==> src/rtl/gp01_acc_sched.sv <==
// Frame scheduler for the gp01 select-and-accumulate datapath: merges two
// valid/ready requesters, counts a frame of beats, captures sum and overflow.
module gp01_acc_sched #(
    parameter int LEN_W = 4
) (
    input  logic             clk,
    input  logic             i_rst_n,
    input  logic             i_start,
    input  logic [LEN_W-1:0] i_len,
    input  logic             i_req1_valid,
    input  logic [2:0]       i_req1_data,
    output logic             o_req1_ready,
    input  logic             i_req2_valid,
    input  logic [2:0]       i_req2_data,
    output logic             o_req2_ready,
    output logic [2:0]       o_acc_data1,
    output logic [2:0]       o_acc_data2,
    output logic [1:0]       o_acc_sel,
    output logic             o_acc_rst_n,
    input  logic [5:0]       i_acc_data,
    input  logic             i_acc_ovf,
    output logic             o_busy,
    output logic             o_done,
    output logic [5:0]       o_result,
    output logic             o_ovf
);

    typedef enum logic [1:0] {
        S_IDLE  = 2'd0,
        S_ACCUM = 2'd1,
        S_WAIT  = 2'd2,
        S_DONE  = 2'd3
    } state_t;

    localparam logic [1:0] SEL_OP2  = 2'b00;
    localparam logic [1:0] SEL_SUM  = 2'b01;
    localparam logic [1:0] SEL_OP1  = 2'b10;
    localparam logic [1:0] SEL_ZERO = 2'b11;

    state_t           state_q, state_d;
    logic [LEN_W-1:0] beat_cnt_q, beat_cnt_d;
    logic [LEN_W-1:0] len_q, len_d;
    logic             ovf_sticky_q, ovf_sticky_d;
    logic             done_q, done_d;
    logic [5:0]       result_q, result_d;
    logic             ovf_q, ovf_d;
    logic             beat;

    always_ff @(posedge clk) begin
        if (!i_rst_n) begin
            state_q      <= S_IDLE;
            beat_cnt_q   <= '0;
            len_q        <= '0;
            ovf_sticky_q <= 1'b0;
            done_q       <= 1'b0;
            result_q     <= '0;
            ovf_q        <= 1'b0;
        end else begin
            state_q      <= state_d;
            beat_cnt_q   <= beat_cnt_d;
            len_q        <= len_d;
            ovf_sticky_q <= ovf_sticky_d;
            done_q       <= done_d;
            result_q     <= result_d;
            ovf_q        <= ovf_d;
        end
    end

    assign beat = i_req1_valid | i_req2_valid;

    always_comb begin
        state_d      = state_q;
        beat_cnt_d   = beat_cnt_q;
        len_d        = len_q;
        ovf_sticky_d = ovf_sticky_q;
        done_d       = 1'b0;
        result_d     = result_q;
        ovf_d        = ovf_q;
        o_req1_ready = 1'b0;
        o_req2_ready = 1'b0;
        o_acc_sel    = SEL_ZERO;
        o_acc_rst_n  = 1'b1;

        case (state_q)
            S_IDLE: begin
                // Holding the accumulator cleared here is what isolates frames.
                o_acc_rst_n = 1'b0;
                if (i_start && (i_len != '0)) begin
                    state_d      = S_ACCUM;
                    len_d        = i_len;
                    beat_cnt_d   = '0;
                    ovf_sticky_d = 1'b0;
                end
            end
            S_ACCUM: begin
                o_req1_ready = 1'b1;
                o_req2_ready = 1'b1;
                if (i_acc_ovf) ovf_sticky_d = 1'b1;
                case ({i_req1_valid, i_req2_valid})
                    2'b11:   o_acc_sel = SEL_SUM;
                    2'b10:   o_acc_sel = SEL_OP1;
                    2'b01:   o_acc_sel = SEL_OP2;
                    default: o_acc_sel = SEL_ZERO;
                endcase
                if (beat) begin
                    beat_cnt_d = beat_cnt_q + LEN_W'(1);
                    if (beat_cnt_q == len_q - LEN_W'(1)) state_d = S_WAIT;
                end
            end
            S_WAIT: begin
                // The last beat's sum and carry are visible from the datapath now.
                if (i_acc_ovf) ovf_sticky_d = 1'b1;
                result_d = i_acc_data;
                ovf_d    = ovf_sticky_q | i_acc_ovf;
                done_d   = 1'b1;
                state_d  = S_DONE;
            end
            default: begin
                state_d = S_IDLE;
            end
        endcase
    end

    assign o_acc_data1 = (o_req1_ready && i_req1_valid) ? i_req1_data : 3'd0;
    assign o_acc_data2 = (o_req2_ready && i_req2_valid) ? i_req2_data : 3'd0;
    assign o_busy      = (state_q != S_IDLE);
    assign o_done      = done_q;
    assign o_result    = result_q;
    assign o_ovf       = ovf_q;

endmodule

==> config.mk <==
export PLATFORM = sky130hd
export DESIGN_NAME = gp01_acc_sched
export DESIGN_NICKNAME = d
export VERILOG_FILES = /design/src/rtl/gp01_acc_sched.sv
export SDC_FILE = /design/constraint.sdc
export NUM_CORES = 1
export LEC_CHECK = 0
export ABC_CLOCK_PERIOD_IN_PS = 3800
export BUFFER_PORTS_ARGS = -buffer_cell sky130_fd_sc_hd__buf_2
export CAP_MARGIN = 20
export CORE_UTILIZATION = 40
export DETAILED_ROUTE_END_ITERATION = 6
export PLACE_DENSITY = 0.67
export SETUP_SLACK_MARGIN = 0.4
export SLEW_MARGIN = 20
export SYNTH_ARGS = -nofsm -noshare
export SYNTH_HDL_FRONTEND = slang
export SYNTH_SLANG_ARGS = --single-unit
==> constraint.sdc <==
create_clock -name clk -period 3.8 [get_ports clk]
set_input_delay 0.38 -clock clk [delete_from_list [all_inputs] [get_ports clk]]
set_output_delay 0.38 -clock clk [all_outputs]
set_load 0.005 [all_outputs]
After elaboration in Yosys (flattened, before gate mapping)
Cells that the tools add are included.
{"block": "classes", "add_sub_neg": 2, "n_eq_ne": 10, "n_mux": 17, "bitwise_logic": 2, "reduce_logical": 13}
{"cell": "$pmux 2 s3", "n": 2}
{"cell": "$reduce_and 3->1", "n": 3}
{"cell": "$mux 2", "n": 4}
{"cell": "$mux 4", "n": 2}
{"cell": "$pmux 4 s2", "n": 1}
{"cell": "$eq 2x2->1 const B", "n": 3}
{"cell": "$mux 3", "n": 2}
{"cell": "$ne 2x2->1 const B", "n": 3}
{"cell": "$reduce_bool 2->1", "n": 3}
{"cell": "$mux 1", "n": 5}
{"cell": "$add 4x1->4 const B", "n": 1}
{"cell": "$eq 2x1->1 const B", "n": 2}
{"cell": "$eq 4x4->1", "n": 1}
{"cell": "$reduce_bool 4->1", "n": 1}
{"cell": "$sub 4x1->4 const B", "n": 1}
{"cell": "$logic_and 1x1->1", "n": 3}
{"cell": "$logic_not 2->1", "n": 1}
{"cell": "$ne 2x1->1 const B", "n": 1}
{"cell": "$or 1x1->1", "n": 2}
{"cell": "$pmux 1 s2", "n": 1}
{"cell": "$reduce_and 2->1", "n": 1}
{"cell": "$reduce_or 2->1", "n": 1}
{"block": "totals", "regBits": 19, "output_inout_bits": 20, "elab_cells": 51}

Depth between registers and ports, before layout
Gate-level depths: netlist of the first run.
{"block": "depth", "depth_word": 5, "depth_mapped": 7}

Worst setup path before layout of the first run
No wires, ideal clock.
{"block": "synth_timing", "kind": "input to register", "from": "input port i_req1_valid", "to": "register beat_cnt_q[3]", "arrival_time_ns": 1.500, "path_slack_ns": 2.230, "stages": 6, "path_cell_list": "inv_1 > ha_1 > and2_1 > a211o_1 > or3_1 > a21boi_1"}
{"block": "synth_via", "elab_chain_cells": 3}
{"item": "from (decl)", "line_no": "10", "text": "input logic i_req1_valid,"}
{"item": "$or 1x1->1", "line_no": "69", "text": "assign beat = i_req1_valid | i_req2_valid;"}
{"item": "$ne 2x2->1 (no source line)"}
{"item": "$reduce_and 3->1 (no source line)"}
{"item": "to (signal assigned)", "line_no": "60", "text": "beat_cnt_q <= beat_cnt_d;"}
{"item": "to (decl)", "line_no": "41", "text": "logic [LEN_W-1:0] beat_cnt_q, beat_cnt_d;"}
No other way between the ends.
A chain may end at the register's enable or synchronous reset.

Final worst setup path of the first run
{"block": "layout_timing", "from": "register state_q[0]", "to": "register beat_cnt_q[3]"}
{"block": "layout_via", "elab_chain_cells": 3, "word_cells_on_any_way": 7, "cone_classes": "eq/ne (3); mux (1); reduce/logical (3)"}
{"item": "from (decl)", "line_no": "40", "text": "state_t state_q, state_d;"}
{"item": "from (signal assigned)", "line_no": "59", "text": "state_q <= state_d;"}
{"item": "$eq 2x1->1 or $logic_not 2->1 (tied branches)", "line_no": "84", "text": "case (state_q)"}
{"item": "$ne 2x2->1 (no source line) or $reduce_bool 2->1 (tied branches)"}
{"item": "$reduce_and 3->1 (no source line)"}
Several ways; a longest one is shown, not always the timed one.

==> results.md, run 1 <==
- Final hold vios: 0
- Die width: 54.8 µm
- Largest net degree at the start of global routing: 22
- PortBufs: 41
- Cell Area, Synth: ~1100 µm²
- H-tree depth: 1
- Tcrit/Tclk final: between 40% and 50%
- Number of synthesized flops with an enable pin: 0
- Overall Global Routing Usage: 17.6%
- Clk network pwr share: 14.5%
- FF/Latch Area: 380 µm²
- Minimum clock period: ~1900 ps
- Hold_buf cts: 0
- Status: finished clean
- Post-DP HPWL: 1740 µm
- Post-Synthesis Cells: between 100 and 150
- Switching Fraction: around 39%
- First-pass GRT wire length: ~3800 µm
- Worst slew margin: 65.9%
- Distinct cell type count after synthesis: 31
- Post-CTS sizing: 0
- P per Cell Area: roughly 530 nW/µm²
- Worst setup margin: around 1900 ps
- Number of detailed-route iterations in the first pass: 4
- Max Cap Viol: 0
- Setup TNS Final: 0 ps
- Final antenna-violating net count: 0
- # setup viols final: 0
- Hold path depth: 3
- Yosys reg bits: 19
- DRT iter0 DRCs: 8
- Row count: 18
- DR vias: about 950
- Worst slew pin tran: slightly above 500 ps
- Grt ovf: 0
- Vias in the first global route: between 800 and 900
- Full die area: around 3000 µm²
- Commonest cells in the synthesized netlist: dfxtp_1, nand2_1, ha_1, mux2i_1, inv_1
- Yosys Warn Count: 0
- Clock Path Buffers: 2
- Sequential share of the synthesized area: between 30% and 40%
- Area of the multi-input gates: roughly 670 µm²
- Max rail drop VDD: between 0.0002 and 0.0003 V
- Die height: between 50 and 60 µm
- Nets: 194
- Reg power frac: 37.3%
- Fmax: approximately 530 MHz
- Syn nets: 156
- TritonCTS clock tree: yes
- DRC: 0
- Max FO, Critical Path: 14
- # diodes: 0
- Leading area contributor after synthesis: dfxtp_1
- Worst reg-to-reg setup slack: ~1900 ps
- DR WL/cell: around 11 µm
- Detailed Route WL: between 2000 and 2500 µm
- Critical path data arrival time: 2130 ps
- Worst skew pair latency: 300 ps
- Leakage: approximately 0.65 nW
- Synth top area share: between 30 and 40%
- # clock sinks: 19
- Placed Cells incl. Taps: 188
- Clk_skew: roughly 2.7 ps
- CTS buffer count: 3
- Top_reg_cell synth: dfxtp_1
- Combinational share of power: around 48%
- Average vias per placed instance: a little under 5
- Internal Pwr Total: 436 µW
- Initial antenna violation count: 0
- Dpl ws: between 1500 and 2000 ps
- Area contributors post-synth: dfxtp_1, ha_1, mux2i_1
- Psw: ~280 µW
- Initial core utilization: around 43%
- Fill cells: between 200 and 300
- Length in cells of the worst reg-to-reg path: 6
- Post CTS Setup Buffer Count: 0
- Setup crit start kind: flop
- Setup crit end kind: flop
- Finished Core Util: a little over half
- Worst-path clk slew: roughly 110 ps
- Top-count cell post-synth: dfxtp_1
- WS Path Type: flop to flop
- Ys async rst share: 0%
- Final Max Slew Viols: 0
- Root Driver: clkbuf_4
- Gpl congestion: just over 0.8
- Layout cells sized above 1: 29.6%
- Critical Path RT: roughly 4000 ps
- Area Growth Syn to Fin: 20.7%
- Core Footprint: 2570 µm²
- RSZ-0062 raised after global routing: no
- Average cell area after synthesis: between 8 and 9 µm²
- Hold/Removal Path Class: input port to flop
- Fin cells: roughly 190
- Top-level port count: between 40 and 50
cell type report:
type                    instances  area share (%)
inverters                       8            2.23
clock buffers                   3            1.67
flip-flops and latches         19            28.2
well taps                      30            2.79
multi-input cells              90            49.5
clock inverters                 1           0.371
repair buffers                 41            15.2
final timing paths:
kind | from | end
max | state_q[0] | beat_cnt_q[3]
min | i_acc_data[2] | o_result[2]
max reg2reg | state_q[0] | beat_cnt_q[3]
min reg2reg | len_q[3] | len_q[3]
kinds of logic after synthesis:
logic type / after synthesis / share of synthesized area [%]
xor+xnor: 6 / 6.05
buf+inv: 16 / 6.16
fa+ha+maj: 9 / 10.1
mux: 9 / 8.07
flops: 19 / 34.1
compound gates: 23 / 16.5
simple gates: 43 / 19.1
layout by cell type, fill, tap and decap left out, types with 2 or more instances in the layout:
cell type / instances
dfxtp_1: 19
clkbuf_4: 3
nand2_1: 14
a21oi_1: 5
and3_1: 6
ha_1: 9
nor2_1: 5
xor2_1: 2
nand3_1: 5
buf_2: 41
nor3_1: 2
inv_1: 8
a21boi_0: 6
o22ai_1: 2
xnor2_1: 3
o21ai_0: 3
mux2i_1: 9
and2_1: 3
nor2b_1: 6
critical path: stages (launching register included):
cell and delay, ps:
dfxtp_1 360, inv_1 90, ha_1 450, nor2_1 150
a211o_1 300, or3_1 340, a21boi_1 140
routing by layer:
layer	vias to the layer above	global-route usage (%)	wire, µm
li1	495	-	-
met1	432	20.4	1030
met2	24	31.5	1090
met3	0	4.17	75
met4	0	5.13	0
met5	-	0	0
power by group through the flow:
stage               Sequential [mW]  Clock (mW)  Combinational (mW)
global route                  0.274       0.121               0.397
CTS                           0.268       0.110               0.351
floorplan                     0.269           0               0.261
detailed placement            0.272           0               0.350
global placement              0.270           0               0.339
finish                        0.268       0.104               0.346
stage by stage:
stage	hold WS, ps	instance area, µm²	total power [mW]
2_1_floorplan	454	1120	0.530
3_3_place_gp	472	1320	0.609
3_5_place_dp	473	1320	0.622
4_1_cts	326	1350	0.729
5_1_grt	332	1350	0.792
6_report	337	1350	0.718
state kept, by name (all words and copies together), names as in the netlist:
name and cells:
o_result 6, beat_cnt_q 4, o_done 1, len_q 4, ovf_sticky_q 1, state_q 2, o_ovf 1
(Power assumes the default switching activity.)
==> run 2: changes to the inputs <==
--- a/config.mk
+++ b/config.mk
@@ -5,7 +5,7 @@
 export SDC_FILE = /design/constraint.sdc
 export NUM_CORES = 1
 export LEC_CHECK = 0
-export ABC_CLOCK_PERIOD_IN_PS = 3800
+export ABC_CLOCK_PERIOD_IN_PS = 1930
 export BUFFER_PORTS_ARGS = -buffer_cell sky130_fd_sc_hd__buf_2
 export CAP_MARGIN = 20
 export CORE_UTILIZATION = 40
==> constraint.sdc (replaced) <==
create_clock -name clk -period 1.93 [get_ports clk]
set_input_delay 0.193 -clock clk [delete_from_list [all_inputs] [get_ports clk]]
set_output_delay 0.193 -clock clk [all_outputs]
set_load 0.005 [all_outputs]
==> results.md, run 2 (synthesized netlist as in run 1, its figures left out) <==
- Max FO, Critical Path: 5 (-9)
- DR vias: 1,017 (+6.9%)
- Nets: 203 (+4.6%)
- Critical Path RT: 2170 ps (-1870 ps)
- Cell chain of the critical path: inv_4 > ha_4 > and2_4 > a211o_1 > or3_1 > a21boi_1
- Most frequent cells in the layout: buf_2, dfxtp_1, nand2_1
- Hold/Removal Path Class: input port to flop
- Die height: 54.8 µm (unchanged)
- # clock sinks: 19 (unchanged)
- DR WL/cell: 12.3 µm (+7.3%)
- H-tree depth: 1 (unchanged)
- Fin cells: 201 (+4.7%)
- Worst slew pin tran: 519 ps (+8.86 ps)
- Grt ovf: 0 (unchanged)
- Full die area: 3010 µm² (unchanged)
- Total power: 1.65 mW (+130%)
- Die width: 54.8 µm (unchanged)
- # setup viols final: 0 (unchanged)
- # diodes: 0 (unchanged)
- Fmax: 649 MHz (+23%)
- Max Cap Viol: 0 (unchanged)
- Setup TNS Final: 0 ps (unchanged)
- Hold_buf cts: 0 (unchanged)
- Placed Cells incl. Taps: 189 (+0.53%)
- Worst skew pair latency: 300 ps (about the same)
- TritonCTS clock tree: yes
- Detailed Route WL: 2470 µm (+12%)
- Fill cells: 238 (-4.8%)
- Clock Path Buffers: 2 (unchanged)
- Number of detailed-route iterations in the first pass: 4 (unchanged)
- Root Driver: clkbuf_4
- Setup crit end kind: flop
- Vias in the first global route: 939 (+4.9%)
- Post-DP HPWL: 1830 µm (+4.6%)
- PortBufs: 41 (unchanged)
- Critical path data arrival time: 1780 ps (-350 ps)
- Top-level port count: 42 (unchanged)
- Final antenna-violating net count: 0 (unchanged)
- Most common cell after layout, fill and taps aside: buf_2
- Max rail drop VDD: 0.000732 V (+160%)
- Max reg flops: 6 (unchanged)
- Overall Global Routing Usage: 18.5% (+0.87 points)
- Gpl congestion: 0.814 (+0.38%)
- Average vias per placed instance: 5.06 (+2.2%)
- RSZ-0062 raised after global routing: yes
- Area of the multi-input gates: 702 µm² (+5.3%)
- Status: finished clean
- Top Family by Delay on Critical Path: simple AND/OR/NAND/NOR gates
- P per Cell Area: 1130 nW/µm² (+110%)
- Initial antenna violation count: 0 (unchanged)
- Leakage: 0.694 nW (+7.4%)
- First-pass GRT wire length: 3940 µm (+5.0%)
- Setup crit start kind: flop
- Max stage delay on crit path: 370 ps (-80 ps)
- Worst slew margin: 65.3% (-0.59 points)
- Minimum clock period: 1540 ps (-352 ps)
- FF/Latch Area: 388 µm² (+2.0%)
- DRT iter0 DRCs: 19 (+11)
- Tcrit/Tclk final: 79.8% (+30 points)
- Initial core utilization: 43.5% (unchanged)
- Final hold vios: 0 (unchanged)
- Largest net degree at the start of global routing: 22 (unchanged)
- Row count: 18 (unchanged)
- Worst-path clk slew: 110 ps (about the same)
- Clk_skew: 0.818 ps (-1.88 ps)
- Core Footprint: 2570 µm² (unchanged)
- Buffers plus inverters on the worst setup path: 1 (unchanged)
- DRC: 0 (unchanged)
- CTS buffer count: 3 (unchanged)
- WS Path Type: flop to flop
- Finished Core Util: 57.0% (+4.5 points)
- CP max stage cell: dfxtp_2
- Final Max Slew Viols: 0 (unchanged)
- Area Growth Syn to Fin: 31.1%
- Layout cells sized above 1: 39.8% (+10 points)
run 2: changes by cell type in the layout (fill, tap and decap cells not counted), moves of 2 or more:
cell and change:
ha_4 +2, dfxtp_2 +3, dfxtp_1 -4, buf_4 +9
inv_1 -2, ha_1 -2
run 2: metal layers:
| layer | GRT usage, % | part of all wire [%] |
|---|---|---|
| met5 | 0 | 0 |
| met4 | 6.84 | 0.32 |
| met3 | 5.83 | 3.7 |
| met2 | 31.3 | 53 |
| met1 | 21.5 | 43 |
run 2: timing repair:
item                                    in CTS  in global routing
resized for setup                           10                  5
endpoints found under the setup margin      17                 13
hold endpoints to repair                     0                  0
pin swaps                                    2                  4
buffers inserted                             7                  1
run 2: worst register-to-register path, delay by kind of cell (launching register included):
kind,cells,cell delay (ps)
and+or+nand+nor,2,450
AOI/OAI and AO/OA,2,430
adders and majority gates,1,170
buffers and inverters,1,50
DFF,1,370
run 2: through the flow:
step | hold WS (ps) | setup slack (ps) | cell area, µm²
detailed placement | 468 | 218 | 1330
global route | 151 | 308 | 1460
CTS | 120 | 402 | 1450
floorplan | 349 | 420 | 1120
finish | 142 | 390 | 1460
global placement | 451 | 323 | 1330
run 2: path summary, 6_finish.rpt:
check                      from             to  slack, ps  depth (start not counted)
setup / recovery     state_q[1]  beat_cnt_q[3]        390                          6
hold / removal    i_acc_data[2]    o_result[2]        140                          3
setup reg to reg     state_q[1]  beat_cnt_q[3]        390                          6
hold reg to reg    ovf_sticky_q   ovf_sticky_q        490                          2
run 2: final cells by class:
type | count | share of cell area [%]
clock buffer | 3 | 1.54
clock inverter | 1 | 0.513
inverter | 8 | 2.22
multi-input combinational | 90 | 48.0
sequential | 19 | 26.5
tap | 30 | 2.57
timing repair buffer | 50 | 18.6
run 2: power by group:
group          leakage (nW)  switching, mW  total, mW  internal [mW]
Clock                0.0139          0.131      0.210         0.0789
Sequential            0.156         0.0604      0.538          0.478
Combinational         0.524          0.434      0.903          0.469
